### src/rtl/jk_universal_reg.sv
// Universal register with a JK flip-flop per bit: hold, load, JK, toggle, shift, rotate and clear.
// Includes a registered serial output and a complement output derived from the register.
module jk_universal_reg #(
  parameter int unsigned         WIDTH   = 8,
  parameter logic [WIDTH-1:0]    RST_VAL = '0
) (
  input  logic             clk,
  input  logic             rst,
  input  logic             en,
  input  logic [2:0]       mode,
  input  logic [WIDTH-1:0] d,
  input  logic [WIDTH-1:0] j,
  input  logic [WIDTH-1:0] k,
  input  logic             sin,
  output logic [WIDTH-1:0] q,
  output logic [WIDTH-1:0] qbar,
  output logic             sout
);

  typedef enum logic [2:0] {
    ModeHold   = 3'b000,
    ModeLoad   = 3'b001,
    ModeJk     = 3'b010,
    ModeToggle = 3'b011,
    ModeShl    = 3'b100,
    ModeShr    = 3'b101,
    ModeRotl   = 3'b110,
    ModeClear  = 3'b111
  } mode_e;

  logic [WIDTH-1:0] q_q, q_d;
  logic             sout_q, sout_d;
  logic [WIDTH-1:0] shl_val, shr_val, rotl_val, jk_val;

  // A one-bit register has no interior bits to shift, so the shift paths collapse to sin / q.
  if (WIDTH == 1) begin : g_w1
    assign shl_val  = sin;
    assign shr_val  = sin;
    assign rotl_val = q_q;
  end else begin : g_wn
    assign shl_val  = {q_q[WIDTH-2:0], sin};
    assign shr_val  = {sin, q_q[WIDTH-1:1]};
    assign rotl_val = {q_q[WIDTH-2:0], q_q[WIDTH-1]};
  end

  // Per-bit JK characteristic equation: q+ = j&~q | ~k&q.
  assign jk_val = (j & ~q_q) | (~k & q_q);

  always_comb begin
    q_d    = q_q;
    sout_d = sout_q;
    if (en) begin
      unique case (mode_e'(mode))
        ModeHold:   q_d = q_q;
        ModeLoad:   q_d = d;
        ModeJk:     q_d = jk_val;
        ModeToggle: q_d = ~q_q;
        ModeShl: begin
          q_d    = shl_val;
          sout_d = q_q[WIDTH-1];
        end
        ModeShr: begin
          q_d    = shr_val;
          sout_d = q_q[0];
        end
        ModeRotl: begin
          q_d    = rotl_val;
          sout_d = q_q[WIDTH-1];
        end
        ModeClear:  q_d = '0;
        default:    q_d = q_q;
      endcase
    end
  end

  always_ff @(posedge clk) begin
    if (rst) begin
      q_q    <= RST_VAL;
      sout_q <= 1'b0;
    end else begin
      q_q    <= q_d;
      sout_q <= sout_d;
    end
  end

  assign q    = q_q;
  assign qbar = ~q_q;
  assign sout = sout_q;

endmodule

### config.mk
export PLATFORM = sky130hd
export DESIGN_NAME = jk_universal_reg
export DESIGN_NICKNAME = d
export VERILOG_FILES = /design/src/rtl/jk_universal_reg.sv
export SDC_FILE = /design/constraint.sdc
export NUM_CORES = 1
export LEC_CHECK = 0
export CORE_MARGIN = 2
export CORE_UTILIZATION = 34
export DETAILED_ROUTE_END_ITERATION = 6
export HOLD_SLACK_MARGIN = 0.05
export PLACE_DENSITY = 0.84
export SLEW_MARGIN = 20
export SYNTH_ARGS = -nofsm -noshare
export SYNTH_HDL_FRONTEND = slang
export SYNTH_SLANG_ARGS = --single-unit
### constraint.sdc
create_clock -name clk -period 1.4 [get_ports clk]
set_input_delay 0.35 -clock clk [delete_from_list [all_inputs] [get_ports clk]]
set_output_delay 0.35 -clock clk [all_outputs]
set_load 0.005 [all_outputs]
==> flow_metrics.py, run 1 <==
metrics = {
    "layout": {
        "fillCellCount": 204,
        "drive_gt1_share_pct": 29.1,
        "nets": 207,
        "final_cells": 205,
        "fin_util_pct": 62.9,
        "num_antenna_cells": 0,
        "area_growth_pct": 79.9,
    },
    "grt": {
        "track_usage_pct": 21.2,
        "met3_usage_pct": 2.50,
        "grt_pass1_wl_um": 4450,
        "overflow": 0,
        "met2_usage_pct": 36.6,
        "grt_pass1_vias": 994,
        "grt_max_degree": 15,
        "top_usage_layer": "met2",
        "grtUsageMet1_pct": 26.3,
        "antenna_found_initial": 0,
    },
    "clock_network": {
        "cts-hold-fix-buffers": 0,
        "cts_tree": "built",
        "clock_sinks": 9,
        "htreeDepth": 1,
        "cts_buffers": 3,
        "clock_latency_ns": 0.26,
        "cts_buffer_depth": 2,
        "cts.root.buffer_cell": "clkbuf_4",
        "clk_pin_slew_worst_paths_ns": 0.07,
    },
    "die": {
        "placementRows": 18,
        "fp.dieW_um": 53.8,
        "die_y_um": 53.8,
        "start_util_pct": 34.9,
        "pin_count": 48,
        "die_area_um2": 2890,
        "coreArea_um2": 2410,
    },
    "route": {
        "vias": 1128,
        "drt_first_pass_iters": 4,
        "ant_nets": 0,
        "initialDrtViolationCount": 45,
        "via_per_inst": 5.50,
        "drc": 0,
        "wl_per_cell_um": 14.6,
        "routed_wl_um": 2990,
    },
    "status": {
        "status": "complete, no violations",
    },
    "synth": {
        "synth.yosys.warnings": 0,
        "synthCells": 105,
        "netlist_area_um2": 842,
        "ys_seq_area_share_pct": 21.4,
        "ys_types": 30,
        "syn_avg_cell_area_um2": 8.02,
        "synth_fp_nets": 136,
        "ys_seq_elements": 9,
    },
    "setup_path": {
        "worstSetupStartpointType": "primary input",
        "cp_max_fo": 8,
        "critical_path_arrival_ns": 1.51,
        "cp_cell_sequence": "clkdlybuf4s15_1, buf_6, nor2b_4, o2bb2ai_1, a221o_1, a32o_1",
        "endpoint_kind": "register",
        "cp_slowest_cell": "a221o_1",
        "crit_type": "primary input to register",
        "cp.required_ns": 1.55,
        "cp_slowest_stage_delay_ns": 0.34,
    },
    "timing": {
        "finClkSkew_ns": 0.00143,
        "fin_crit_sh_pct": 96.8,
        "setup_violations": 0,
        "holdWs_ns": 0.492,
        "rsz0062_at_grt": "no",
        "relSlewSlack_pct": 68.8,
        "fmax_mhz": 738,
        "worst_pin_slew_ns": 0.467,
        "fin_tns_setup_ns": 0,
        "fin_crit_ns": 1.35,
        "hold_viol": 0,
        "drv_slew": 0,
    },
    "power": {
        "p_leak_nw": 0.673,
        "peakVddDrop_v": 0.000490,
        "total_power_w": 0.000903,
        "power_per_cell_area_nw_per_um2": 596,
    },
    "placement": {
        "place_congestion": 0.866,
        "port_buffers": 47,
        "dp_hpwl_um": 2160,
        "dpl.cell_count": 191,
    },
    "run": {
        "max-cap-violations": 0,
    },
    "min_path": {
        "hp-class": "register to register",
    },
}
## path summary, 6_finish.rpt
check	endpoint	from	slack, ns	cells past startpoint
setup / recovery	q[5]$_SDFFE_PP0P_	mode[1]	0.05	6
hold / removal	sout$_SDFFE_PP0P_	sout$_SDFFE_PP0P_	0.49	2
setup reg to reg	q[5]$_SDFFE_PP0P_	q[6]$_SDFFE_PP0P_	0.07	4
hold reg to reg	sout$_SDFFE_PP0P_	sout$_SDFFE_PP0P_	0.49	2
## per-layer routing
layer | share of wire [%] | vias up
met5 | 0 | -
met4 | 1.8 | 0
met3 | 8.1 | 8
met2 | 53 | 74
met1 | 37 | 514
li1 | - | 532
## critical path: cells and delay by family
kind / cells / cell delay [ns]
AND/OR/NAND/NOR: 1 / 0.06
buffers and inverters: 2 / 0.38
AO/OA/AOI/OAI: 3 / 0.72
## cell usage in the layout (no fill, tap or decap), drive strengths merged, types with 5 or more instances in the layout
cell            n
a21o            6
a21oi           7
a221o           5
a32o            8
buf            29
clkdlybuf4s50  26
dfxtp           9
dlygate4sd2    18
inv             8
nand2          21
nor2            8
o2bb2ai         5
## flip-flops by register name, indices dropped and copies added, names as in the netlist
name  count
sout      1
q         8
## power breakdown
part	switching, W	total [W]	internal [W]
combinational	0.000160	0.000396	0.000236
sequential	0.0000213	0.000293	0.000272
clock	0.000103	0.000213	0.000110
## metrics by stage
| step | cell area (µm²) | setup slack, ns |
|---|---|---|
| after global routing | 1520 | 0.00231 |
| after floorplan | 853 | 0.00241 |
| after global placement | 1400 | -0.559 |
| final | 1520 | 0.0450 |
| after detailed placement | 1400 | -0.637 |
| after CTS | 1520 | -0.00530 |
## cell type report
cell class | instances | area (µm²) | share of cell area [%]
Tap cell | 30 | 37.5 | 2.48
Timing Repair Buffer | 74 | 644 | 42.5
Clock buffer | 4 | 26.3 | 1.73
Multi-Input combinational cell | 80 | 568 | 37.5
Sequential cell | 9 | 209 | 13.8
Inverter | 8 | 30.0 | 1.98
## cell families (layout without fill, tap and decap cells)
logic type | Yosys count | in the layout | share of synthesized area, %
flops | 9 | 9 | 21.4
simple gates | 35 | 35 | 20.7
buf+inv | 16 | 86 | 13.2
compound gates | 43 | 43 | 42.3
mux | 2 | 2 | 2.38
## cell usage after synthesis
master,number,share of area [%]
a21boi_0,2,1.8
a21o_1,4,3.6
a21o_2,2,2.1
a21oi_1,6,3.6
a21oi_4,1,1.9
a221o_1,5,5.9
a2bb2oi_1,1,1.0
a31oi_1,1,0.74
a32o_1,8,9.5
and2b_2,1,1.0
buf_6,6,8.0
clkbuf_1,1,0.45
clkdlybuf4s18_2,1,1.2
dfxtp_1,9,21
inv_1,8,3.6
mux2i_1,2,2.4
nand2_1,21,9.4
nand2b_4,1,1.6
nor2_1,7,3.1
nor2_2,1,0.74
nor2b_1,1,0.74
nor2b_2,1,1.0
nor2b_4,1,1.6
o2111ai_1,1,1.0
o211ai_1,1,0.89
o21ai_0,2,1.2
o221ai_1,2,2.1
o2bb2ai_1,5,5.2
o31ai_1,2,1.8
or3_4,1,1.3
## timing repair
item | CTS | global route
endpoints found under the setup margin | 26 | 8
resized for setup | 43 | 5
pin swaps | 4 | 3
buffers inserted | 10 | 0
No activity file was read; power rests on OpenSTA's default activity.
==> run 2: changes to the inputs <==
--- a/config.mk
+++ b/config.mk
@@ -10,6 +10,7 @@
 export DETAILED_ROUTE_END_ITERATION = 6
 export HOLD_SLACK_MARGIN = 0.05
 export PLACE_DENSITY = 0.84
+export SKIP_LAST_GASP = 1
 export SLEW_MARGIN = 20
 export SYNTH_ARGS = -nofsm -noshare
 export SYNTH_HDL_FRONTEND = slang
==> run 2 against run 1 <==
Against the previous run:
- non-clock buffer count unchanged
- register-to-register slack about the same
- count of clock-buffer cells in the layout unchanged
- largest cell class unchanged
- cell count unchanged
- core utilization down 0.052 points
- design area about the same
- sequential share of layout area about the same
- combinational power about the same
- global-route usage unchanged
==> flow_metrics.py, run 2 (synthesized netlist as in run 1, its figures left out) <==
metrics = {
    "clock_network": {
        "cts_buffer_depth": 2,
        "cts.root.buffer_cell": "clkbuf_4",
        "clock_sinks": 9,
        "cts_tree": "built",
        "cts_buffers": 3,
        "clock_latency_ns": 0.27,
        "htreeDepth": 1,
        "cts-hold-fix-buffers": 0,
        "clk_pin_slew_worst_paths_ns": 0.07,
    },
    "power": {
        "switching_share_pct": 31.7,
        "p_int_w": 0.000618,
        "seq_power_share_pct": 32.4,
        "p_leak_nw": 0.685,
        "peakVddDrop_v": 0.000494,
        "p_sw_w": 0.000287,
        "power_per_cell_area_nw_per_um2": 598,
        "clkPwrFrac_pct": 23.9,
        "combPwrFrac_pct": 43.8,
        "total_power_w": 0.000905,
    },
    "grt": {
        "met2_usage_pct": 36.6,
        "grt_pass1_vias": 994,
        "met3_usage_pct": 2.50,
        "track_usage_pct": 21.2,
        "top_usage_layer": "met2",
        "antenna_found_initial": 0,
        "overflow": 0,
        "grt_pass1_wl_um": 4450,
        "grtUsageMet1_pct": 26.3,
        "grt_max_degree": 15,
    },
    "die": {
        "pin_count": 48,
        "die_y_um": 53.8,
        "placementRows": 18,
        "start_util_pct": 34.9,
        "die_area_um2": 2890,
        "fp.dieW_um": 53.8,
        "coreArea_um2": 2410,
    },
    "setup_path": {
        "cp_cell_sequence": "buf_2, buf_4, or3_4, a21oi_4, a32o_1",
        "crit_type": "primary input to register",
        "endpoint_kind": "register",
        "cp.required_ns": 1.60,
        "cp_slowest_cell": "or3_4",
        "worstSetupStartpointType": "primary input",
        "critical_path_arrival_ns": 1.54,
        "cp_slowest_stage_delay_ns": 0.39,
        "crit_family": "compound AO/OA/AOI/OAI gates",
        "cp_max_fo": 8,
        "critical_path_buf_inv_count": 2,
    },
    "timing": {
        "setup_violations": 0,
        "drv_slew": 0,
        "hold_viol": 0,
        "fin_crit_ns": 1.34,
        "fin_tns_setup_ns": 0,
        "finClkSkew_ns": 0.00148,
        "worst_pin_slew_ns": 0.480,
        "fin_crit_sh_pct": 95.8,
        "relSlewSlack_pct": 67.9,
        "fmax_mhz": 745,
        "rsz0062_at_grt": "no",
    },
    "layout": {
        "final_cell_area_um2": 1510,
        "final_cell_mix": "clkdlybuf4s50_1, buf_4, nand2_1, dlygate4sd2_1",
        "drive_gt1_share_pct": 29.7,
        "multi_input_area_um2": 568,
        "fin_util_pct": 62.8,
        "largest_reg_flops": 8,
        "fillCellCount": 204,
        "num_antenna_cells": 0,
        "seqCellArea_um2": 209,
        "final_cells": 205,
        "nets": 207,
        "area_growth_pct": 79.8,
    },
    "route": {
        "initialDrtViolationCount": 44,
        "drt_first_pass_iters": 5,
        "drc": 0,
        "vias": 1098,
        "routed_wl_um": 2990,
        "ant_nets": 0,
        "wl_per_cell_um": 14.6,
        "via_per_inst": 5.36,
    },
    "run": {
        "max-cap-violations": 0,
    },
    "placement": {
        "place_area_um2": 1400,
        "dp_hpwl_um": 2160,
        "place_congestion": 0.866,
        "port_buffers": 47,
        "dpl.cell_count": 191,
    },
    "status": {
        "status": "complete, no violations",
    },
    "min_path": {
        "hp-class": "register to register",
    },
}
## run 2: per-stage QoR
stage	hold slack [ns]	setup WS, ns
finish	0.493	0.0584
global placement	0.483	-0.559
detailed placement	0.497	-0.637
global route	0.546	0.0169
floorplan	0.422	0.00241
CTS	0.499	-0.0997
## run 2: layer usage
layer | vias up | wire length (µm)
met5 | - | 0
met4 | 0 | 61
met1 | 492 | 1110
met3 | 9 | 243
met2 | 66 | 1580
li1 | 531 | -
## run 2: path summary, 6_finish.rpt
kind | slack, ns | startpoint | end | depth (start not counted)
setup / recovery | 0.06 | mode[2] | q[5]$_SDFFE_PP0P_ | 5
hold / removal | 0.49 | sout$_SDFFE_PP0P_ | sout$_SDFFE_PP0P_ | 2
setup reg to reg | 0.07 | q[6]$_SDFFE_PP0P_ | q[5]$_SDFFE_PP0P_ | 4
hold reg to reg | 0.49 | sout$_SDFFE_PP0P_ | sout$_SDFFE_PP0P_ | 2
## run 2: area by class of cell
cell class,count,area share (%)
repair buffers,74,42.5
multi-input cells,80,37.5
flip-flops and latches,9,13.8
well taps,30,2.48
inverters,8,1.98
clock buffers,4,1.74
## run 2: power by group through the flow
| stage | sequential, W | clock (W) | combinational [W] |
|---|---|---|---|
| final | 0.000293 | 0.000216 | 0.000396 |
| after global routing | 0.000296 | 0.000225 | 0.000426 |
| after CTS | 0.000292 | 0.000217 | 0.000393 |
| after detailed placement | 0.000312 | 0 | 0.000371 |
| after global placement | 0.000310 | 0 | 0.000360 |
| after floorplan | 0.000306 | 0 | 0.000169 |
## run 2: timing repair
action | CTS | global route
resized for setup | 42 | 7
buffers inserted | 10 | 0
pin swaps | 4 | 2
setup endpoints to repair | 26 | 9
endpoints found under the hold margin | 0 | 0
## run 2: worst register-to-register path, delay by kind of cell (launching register included)
family | cells | cell delay, ns
AOI/OAI and AO/OA | 3 | 0.72
buffers and inverters | 1 | 0.14
DFF | 1 | 0.35
==> run 3: changes to the inputs <==
==> constraint.sdc (replaced) <==
create_clock -name clk -period 1.4 [get_ports clk]
set_input_delay 0.35 -clock clk [delete_from_list [all_inputs] [get_ports clk]]
set_output_delay 0.35 -clock clk [all_outputs]
set_load 0.05 [all_outputs]
==> run 3 against run 2 <==
Against the previous run:
- critical path depth fell by 3
- highest routed layer unchanged
- global-route usage is 0.44 points lower
- die area unchanged
- count of clock-buffer cells in the layout stayed put
- critical endpoint is now qbar[2]
- design area grew 5.7%
- cell count is 6.3% lower
==> flow_metrics.py, run 3 (synthesized netlist as in run 1, its figures left out) <==
metrics = {
    "route": {
        "routed_wl_um": 2810,
        "vias": 1047,
        "initialDrtViolationCount": 29,
        "drt_first_pass_iters": 4,
        "ant_nets": 0,
        "via_per_inst": 5.45,
        "drc": 0,
        "wl_per_cell_um": 14.6,
    },
    "placement": {
        "port_buffers": 47,
        "place_area_um2": 1550,
        "place_congestion": 0.836,
        "dp_hpwl_um": 2090,
        "preCtsSetupSlack_ns": -0.575,
    },
    "grt": {
        "grt_pass1_wl_um": 4370,
        "grt_max_degree": 16,
        "grt_pass1_vias": 968,
        "overflow": 0,
        "track_usage_pct": 20.8,
        "antenna_found_initial": 0,
    },
    "setup_path": {
        "endpoint_kind": "primary output",
        "critical_path_arrival_ns": 1.01,
        "cp.required_ns": 1.05,
        "r2r_slack_ns": 0.14,
        "crit_type": "register to primary output",
        "cp_max_fo": 8,
        "worstSetupStartpointType": "register",
    },
    "die": {
        "die_area_um2": 2890,
        "fp.dieW_um": 53.8,
        "pin_count": 48,
        "start_util_pct": 34.9,
        "coreArea_um2": 2410,
        "die_y_um": 53.8,
        "placementRows": 18,
    },
    "power": {
        "p_leak_nw": 0.674,
        "p_sw_w": 0.000418,
        "switching_share_pct": 37.7,
        "p_int_w": 0.000689,
        "combPwrFrac_pct": 50.8,
        "seq_power_share_pct": 29.2,
        "power_per_cell_area_nw_per_um2": 692,
        "peakVddDrop_v": 0.000528,
        "clkPwrFrac_pct": 20.0,
    },
    "min_path": {
        "hp-class": "register to register",
    },
    "layout": {
        "fin_util_pct": 66.4,
        "drive_gt1_share_pct": 34.6,
        "final_cell_area_um2": 1600,
        "area_growth_pct": 90.0,
        "final_cell_mix": "clkdlybuf4s50_1, nand2_1, buf_12, buf_4",
        "nets": 194,
        "num_antenna_cells": 0,
        "largest_reg_flops": 8,
        "layout_commonest_cell": "clkdlybuf4s50_1",
    },
    "timing": {
        "fin_crit_ns": 1.36,
        "rsz0062_at_grt": "no",
        "setup_violations": 0,
        "relSlewSlack_pct": 68.3,
        "holdWs_ns": 0.552,
        "finClkSkew_ns": 0.00214,
        "fin_crit_sh_pct": 96.9,
        "fin_tns_setup_ns": 0,
        "fmax_mhz": 737,
        "drv_slew": 0,
        "hold_viol": 0,
        "worst_pin_slew_ns": 0.473,
        "fin_ws_ns": 0.0437,
    },
    "clock_network": {
        "htreeDepth": 1,
        "clk_pin_slew_worst_paths_ns": 0.07,
        "clock_sinks": 9,
        "cts_buffer_depth": 2,
        "cts.root.buffer_cell": "clkbuf_4",
        "cts_tree": "built",
        "clock_latency_ns": 0.28,
        "cts_buffers": 3,
    },
    "run": {
        "max-cap-violations": 0,
    },
    "status": {
        "status": "complete, no violations",
    },
}
==> run 3: cell count changes in the layout (fill, tap and decap cells not counted), moves of 6 or more <==
cell           change
buf_12            +17
dlygate4sd2_1     -16
buf_4             -14
dfxtp_4            -7
dfxtp_2            +6
==> run 3: power by group through the flow <==
stage / Combinational (W) / Sequential (W) / Clock, W
final: 0.000563 / 0.000324 / 0.000221
after global routing: 0.000594 / 0.000327 / 0.000239
after CTS: 0.000559 / 0.000322 / 0.000223
after detailed placement: 0.000554 / 0.000327 / 0
after global placement: 0.000547 / 0.000325 / 0
after floorplan: 0.000226 / 0.000370 / 0
==> run 3: cell type report <==
| cell class | instances | area, µm² |
|---|---|---|
| well taps | 30 | 37.5 |
| flip-flops and latches | 9 | 190 |
| clock buffers | 4 | 26.3 |
| inverters | 8 | 30.0 |
| fillers | 182 | 810 |
| repair buffers | 61 | 742 |
| multi-input cells | 80 | 574 |
==> run 3: repair_timing <==
item                       CTS  global route
buffers inserted             0             1
pin swaps                    2             2
setup endpoints to repair    9             7
resized for setup            9             7
hold buffers                 0             0
==> run 3: stage by stage <==
stage                     instances  total power, W
after floorplan                 105        0.000595
final                           192         0.00111
after global routing            192         0.00116
after global placement          187        0.000872
after detailed placement        187        0.000881
after CTS                       191         0.00110
==> run 3: path summary, 6_finish.rpt <==
check / end / cells past startpoint / start
worst min-delay path: sout$_SDFFE_PP0P_ / 2 / sout$_SDFFE_PP0P_
worst max-delay path: qbar[2] / 2 / q[2]$_SDFFE_PP0P_
worst max register to register: q[2]$_SDFFE_PP0P_ / 3 / q[2]$_SDFFE_PP0P_
worst min register to register: sout$_SDFFE_PP0P_ / 2 / sout$_SDFFE_PP0P_
==> run 3: worst max-delay path: stages, from the launching register on <==
cell and delay (ns):
dfxtp_2 0.46, inv_1 0.11, buf_12 0.16
==> run 3: layer usage <==
| layer | vias up | GRT usage, % | routed length (µm) |
|---|---|---|---|
| met5 | - | 0 | 0 |
| met4 | 0 | 10.7 | 65 |
| met3 | 6 | 3.89 | 200 |
| met2 | 51 | 37.0 | 1460 |
| met1 | 482 | 23.3 | 1090 |
| li1 | 508 | - | - |
